### config.mk
export PLATFORM = sky130hd
export DESIGN_NAME = skip3_decoder
export DESIGN_NICKNAME = d
export VERILOG_FILES = /design/src/rtl/skip3_pkg.sv /design/src/rtl/skip3_index.sv /design/src/rtl/skip3_decoder.sv
export SDC_FILE = /design/constraint.sdc
export NUM_CORES = 1
export LEC_CHECK = 0
export BUFFER_PORTS_ARGS = -buffer_cell sky130_fd_sc_hd__buf_2
export CORE_MARGIN = 5
export CORE_UTILIZATION = 32
export CTS_BUF_LIST = sky130_fd_sc_hd__clkbuf_2 sky130_fd_sc_hd__clkbuf_4 sky130_fd_sc_hd__clkbuf_8
export DETAILED_ROUTE_END_ITERATION = 8
export PLACE_DENSITY = 0.6
export SETUP_SLACK_MARGIN = 0.02
export SLEW_MARGIN = 20
export SYNTH_ARGS = -nofsm -noshare
export SYNTH_HDL_FRONTEND = slang
export SYNTH_HIERARCHICAL = 1
export SYNTH_SLANG_ARGS = --single-unit
### constraint.sdc
create_clock -name clk -period 7.2 [get_ports clk]
set_clock_uncertainty 0.1 [all_clocks]
set_input_delay 0.36 -clock clk [delete_from_list [all_inputs] [get_ports clk]]
set_output_delay 0.36 -clock clk [all_outputs]
set_load 0.01 [all_outputs]
### src/rtl/skip3_pkg.sv
// Shared types and sequence-rule helpers for the skip-multiples-of-3 link.
package skip3_pkg;

  typedef enum logic [1:0] {
    UNLOCKED,
    ACQUIRE,
    LOCKED
  } skip3_state_e;

  // Largest value representable in `width` bits that is not a multiple of 3.
  function automatic logic [31:0] skip3_max(input int unsigned width);
    logic [32:0] full;
    full = (33'd1 << width) - 33'd1;
    if (full % 33'd3 == 33'd0) full = full - 33'd1;
    return full[31:0];
  endfunction

  function automatic logic [31:0] skip3_next(input logic [31:0] v, input logic [31:0] max);
    if (v == max) return '0;
    if ((v + 32'd1) % 32'd3 == 32'd0) return v + 32'd2;
    return v + 32'd1;
  endfunction

  function automatic logic skip3_legal(input logic [31:0] v);
    return (v == '0) || (v % 32'd3 != '0);
  endfunction

endpackage

### src/rtl/skip3_index.sv
// Dense ordinal of a skip-3 counter value: idx(v) = v - floor(v/3).
module skip3_index #(
  parameter int unsigned WIDTH = 8
) (
  input  logic [WIDTH-1:0] value_i,
  output logic [WIDTH-1:0] index_o
);

  always_comb begin
    index_o = value_i - value_i / WIDTH'(3);
  end

endmodule

### src/rtl/skip3_decoder.sv
// Receive-side checker for the skip-3 counter stream: sequence lock FSM,
// dense index conversion and saturating error count, all outputs registered.
module skip3_decoder
  import skip3_pkg::*;
#(
  parameter int unsigned WIDTH  = 8,
  parameter int unsigned LOCK_N = 3,
  parameter int unsigned ERR_W  = 8
) (
  input  logic             clk,
  input  logic             rst,
  input  logic             in_valid,
  input  logic [WIDTH-1:0] in_count,
  output logic             out_valid,
  output logic [WIDTH-1:0] out_index,
  output logic             lock,
  output logic             seq_err,
  output logic             ill_err,
  output logic [ERR_W-1:0] err_cnt
);

  localparam logic [31:0] MAX32 = skip3_max(WIDTH);

  skip3_state_e     state_q, state_d;
  logic [WIDTH-1:0] ref_q, ref_d;
  logic [3:0]       run_q, run_d;
  logic             out_valid_q, out_valid_d;
  logic [WIDTH-1:0] out_index_q, out_index_d;
  logic             seq_err_q, seq_err_d;
  logic             ill_err_q, ill_err_d;
  logic [ERR_W-1:0] err_q, err_d;

  logic             legal;
  logic             in_seq;
  logic [WIDTH-1:0] expect_next;
  logic [WIDTH-1:0] idx;

  skip3_index #(.WIDTH(WIDTH)) u_index (
    .value_i (in_count),
    .index_o (idx)
  );

  always_comb begin
    legal       = skip3_legal(32'(in_count));
    expect_next = WIDTH'(skip3_next(32'(ref_q), MAX32));
    in_seq      = (in_count == expect_next);
  end

  always_comb begin
    state_d     = state_q;
    ref_d       = ref_q;
    run_d       = run_q;
    out_valid_d = 1'b0;
    out_index_d = out_index_q;
    seq_err_d   = 1'b0;
    ill_err_d   = 1'b0;
    err_d       = err_q;

    if (in_valid) begin
      out_valid_d = 1'b1;
      out_index_d = legal ? idx : '0;
      // Illegal values override any sequence judgement and drop lock outright.
      if (!legal) begin
        ill_err_d = 1'b1;
        state_d   = UNLOCKED;
        run_d     = '0;
      end else begin
        ref_d = in_count;
        unique case (state_q)
          UNLOCKED: begin
            run_d   = 4'd1;
            state_d = ACQUIRE;
          end
          ACQUIRE: begin
            if (in_seq) begin
              run_d = run_q + 4'd1;
              if (run_q + 4'd1 == 4'(LOCK_N)) state_d = LOCKED;
            end else begin
              run_d = 4'd1;
            end
          end
          LOCKED: begin
            if (!in_seq) begin
              seq_err_d = 1'b1;
              run_d     = 4'd1;
              state_d   = ACQUIRE;
            end
          end
          default: state_d = UNLOCKED;
        endcase
      end
      if ((ill_err_d || seq_err_d) && (err_q != '1)) err_d = err_q + 1'b1;
    end
  end

  always_ff @(posedge clk) begin
    if (rst) begin
      state_q     <= UNLOCKED;
      ref_q       <= '0;
      run_q       <= '0;
      out_valid_q <= 1'b0;
      out_index_q <= '0;
      seq_err_q   <= 1'b0;
      ill_err_q   <= 1'b0;
      err_q       <= '0;
    end else begin
      state_q     <= state_d;
      ref_q       <= ref_d;
      run_q       <= run_d;
      out_valid_q <= out_valid_d;
      out_index_q <= out_index_d;
      seq_err_q   <= seq_err_d;
      ill_err_q   <= ill_err_d;
      err_q       <= err_d;
    end
  end

  always_comb begin
    out_valid = out_valid_q;
    out_index = out_index_q;
    lock      = (state_q == LOCKED);
    seq_err   = seq_err_q;
    ill_err   = ill_err_q;
    err_cnt   = err_q;
  end

endmodule

==> impl_metrics.py <==
metrics = {
    "synthesis": {
        "ys_ff_latch": 33,
        "netlist_area_um2": 5021,
        "synth_compound_area_frac": 0.3232,
        "syn_area_per_cell_um2": 6.916,
        "synth_edf_count": 0,
        "syn_inst": 726,
        "ys_types": 88,
        "ys_async_sr_fraction": 0,
        "ys.warnings.count": 6,
        "synthMuxAreaShare": 0.03339,
        "synth-adder-area-share": 0.05482,
        "synthXorXnorAreaFrac": 0.05582,
        "synth_largest_area_cell": "dfxtp_1",
        "synthTopCellsByCount": "nand2_1 (57), nor2_1 (55), a21oi_1 (51), nand3_1 (49), o21ai_0 (43)",
        "synth_top_area_frac": 0.1316,
        "syn-num-nets": 759,
        "yosys.area_share.simple": 0.3309,
        "ys_seq_area_frac": 0.1316,
        "synth_most_common_cell": "nand2_1",
        "ys.flop_type": "dfxtp_1",
        "synth_area_leaders": "dfxtp_1 (13%), ha_1 (5.5%), a21oi_1 (5.1%), nand3_1 (4.9%), o21ai_0 (4.3%)",
        "synth_top_family_by_area": "simple AND/OR/NAND/NOR gates",
    },
    "pwr": {
        "p_int_w": 0.0005227,
        "p_seq_frac": 0.224,
        "power.leakage_nw": 2.110,
        "p_clk_frac": 0.164,
        "power.total_w": 0.0009305,
        "power.share.combinational": 0.612,
        "p_sw_frac": 0.4383,
        "peakVddDrop_v": 0.0001391,
        "p_switching_w": 0.0004078,
        "power.density_nw_per_um2": 164.2,
    },
    "sta": {
        "tightest_slew_ns": 0.6921,
        "min_period_over_period": 0.9548,
        "fin_hold_ws_ns": 0.3342,
        "final.min_clock_period_ns": 6.875,
        "max_slew_margin": 0.5351,
        "fmax_mhz": 145.5,
        "hold_viol": 0,
        "drv_slew": 0,
        "setup_viol": 0,
        "setup-tns-final_ns": 0,
    },
    "clock_tree": {
        "cts_sinks": 33,
        "cts_tree": "done",
        "htreeDepth": 2,
        "cts_buffers": 5,
        "clk_pin_slew_worst_paths_ns": 0.07,
        "cts_max_path_buffers": 2,
        "clock_latency_ns": 0.28,
        "cts-root-buf": "clkbuf_8",
    },
    "die": {
        "rows": 45,
        "io_pins": 31,
        "die-area_um2": 18300,
        "core_region_area_um2": 15310,
        "die_height_um": 135.3,
        "die_w_um": 135.3,
        "initial_core_util": 0.3279,
    },
    "setup_path": {
        "critPathMaxFanout": 13,
        "cp.required_ns": 7.31,
        "crit_arrival_ns": 6.98,
        "ff2ff_path_depth": 21,
        "cp-end-kind": "register",
        "worstSetupStartpointType": "register",
        "crit_type": "register to register",
    },
    "cells_and_area": {
        "final_layout_size_suffix_gt1_frac": 0.1653,
        "instances_no_fill": 955,
        "postLayoutCellArea_um2": 5665,
        "final_nets": 776,
        "num_antenna_cells": 0,
        "syn2layout_area_growth_pct": 12.83,
    },
    "detailed_routing": {
        "drt_first_pass_iters": 6,
        "via_per_inst": 5.786,
        "drc": 0,
        "wl_mm": 14.42,
        "vias": 5526,
        "antenna_left": 0,
        "routedWlPerCell_um": 15.10,
        "drt_iter0_markers": 505,
    },
    "min_path": {
        "holdCritPathClass": "input port to register",
        "hold_depth": 3,
    },
    "global_route": {
        "grt_first_pass_wirelength_mm": 24.54,
        "grt_overflow": 0,
        "antenna_found_initial": 0,
        "grt_pass1_vias": 5064,
        "grtUsageTotal": 0.1547,
        "grt_max_degree": 40,
    },
    "placed_design": {
        "dpl_cell_area_um2": 5438,
        "hpwl_mm": 10.29,
        "placed_cells": 944,
        "globalplace.congestion": 0.8970,
        "io_buffers": 30,
    },
    "outcome": {
        "status": "completed",
    },
    "flow_run": {
        "drv_cap": 0,
    },
}
-- layer usage --
layer	vias to the layer above	global-route usage	part of all wire
li1	2785	-	-
met1	2562	0.2262	0.49
met2	162	0.2414	0.45
met3	17	0.02415	0.051
met4	0	0.02856	0.0096
met5	-	0	0
-- layout by cell type (no fill, tap or decap), types with 22 or more instances in the layout --
cell and instances:
nand3_1 48, nand2_1 57, buf_4 38, ha_1 22
inv_1 23, nor2_1 54, a21oi_1 50, xnor2_1 24
buf_2 30, nor3_1 32, o21ai_0 42, dfxtp_1 32
-- layout make-up --
class,count,area [µm²]
Fill cell,1670,9649
Multi-Input combinational cell,612,4116
Sequential cell,33,661.9
Timing Repair Buffer,68,435.4
Tap cell,211,264.0
Clock buffer,7,96.34
Inverter,23,86.33
Clock inverter,1,5.005
-- worst paths after layout --
kind	startpoint	to	slack [ns]
max	ref_q[7]	state_q[1]	0.33
min reg2reg	out_index[7]	out_index[7]	0.35
max reg2reg	ref_q[7]	state_q[1]	0.33
min	in_count[0]	ref_q[0]	0.33
-- timing repair --
item,4_1_cts,5_1_grt
hold buffers,0,0
gates resized for setup,0,20
setup buffers,0,3
endpoints found under the setup margin,0,15
-- logic make-up (layout without fill, tap and decap cells) --
family,Yosys count,count (layout)
multiplexers,15,15
adder cells (fa/ha/maj),22,22
flip-flops,33,33
AND/OR/NAND/NOR,310,310
AO/OA/AOI/OAI,233,233
buffers and inverters,81,99
XOR/XNOR,32,32
-- worst max-delay path, cell delays in order (launching register included) --
cell       delay, ns
dfxtp_1         0.62
nand4_1         0.24
nor2_1          0.18
ha_1            0.26
o21a_1          0.21
o311a_4         0.42
or4_4           0.56
a2111oi_4       0.35
or2_4           0.22
or2_1           0.19
nor3_1          0.08
xnor2_1         0.16
ha_1            0.24
or2_2           0.30
a311oi_4        0.33
nand3_2         0.19
a21oi_4         0.23
mux2_2          0.36
a311o_1         0.38
or4_1           0.53
or4_1           0.48
a21oi_1         0.15
-- power groups by stage --
stage	Combinational, W	Clock, W	Sequential, W
after floorplan	0.000395	0	0.000213
after global placement	0.000519	0	0.000212
after detailed placement	0.000515	0	0.000212
after CTS	0.000518	0.000158	0.000208
after global routing	0.000629	0.000167	0.000211
final	0.000569	0.000153	0.000208
-- per-stage QoR --
stage / setup slack [ns] / util
finish: 0.3255 / 0.3699
global route: -0.003400 / 0.3699
CTS: 0.1068 / 0.3617
detailed placement: 0.1412 / 0.3551
global placement: 0.2158 / 0.3551
floorplan: 0.2175 / -
-- sequential cells by signal (all words and copies together) (netlist names) --
name       cells
err_cnt        8
out_index      8
ref_q          8
run_q          4
state_q        2
ill_err        1
out_valid      1
seq_err        1
No activity file was read; power rests on OpenSTA's default activity.
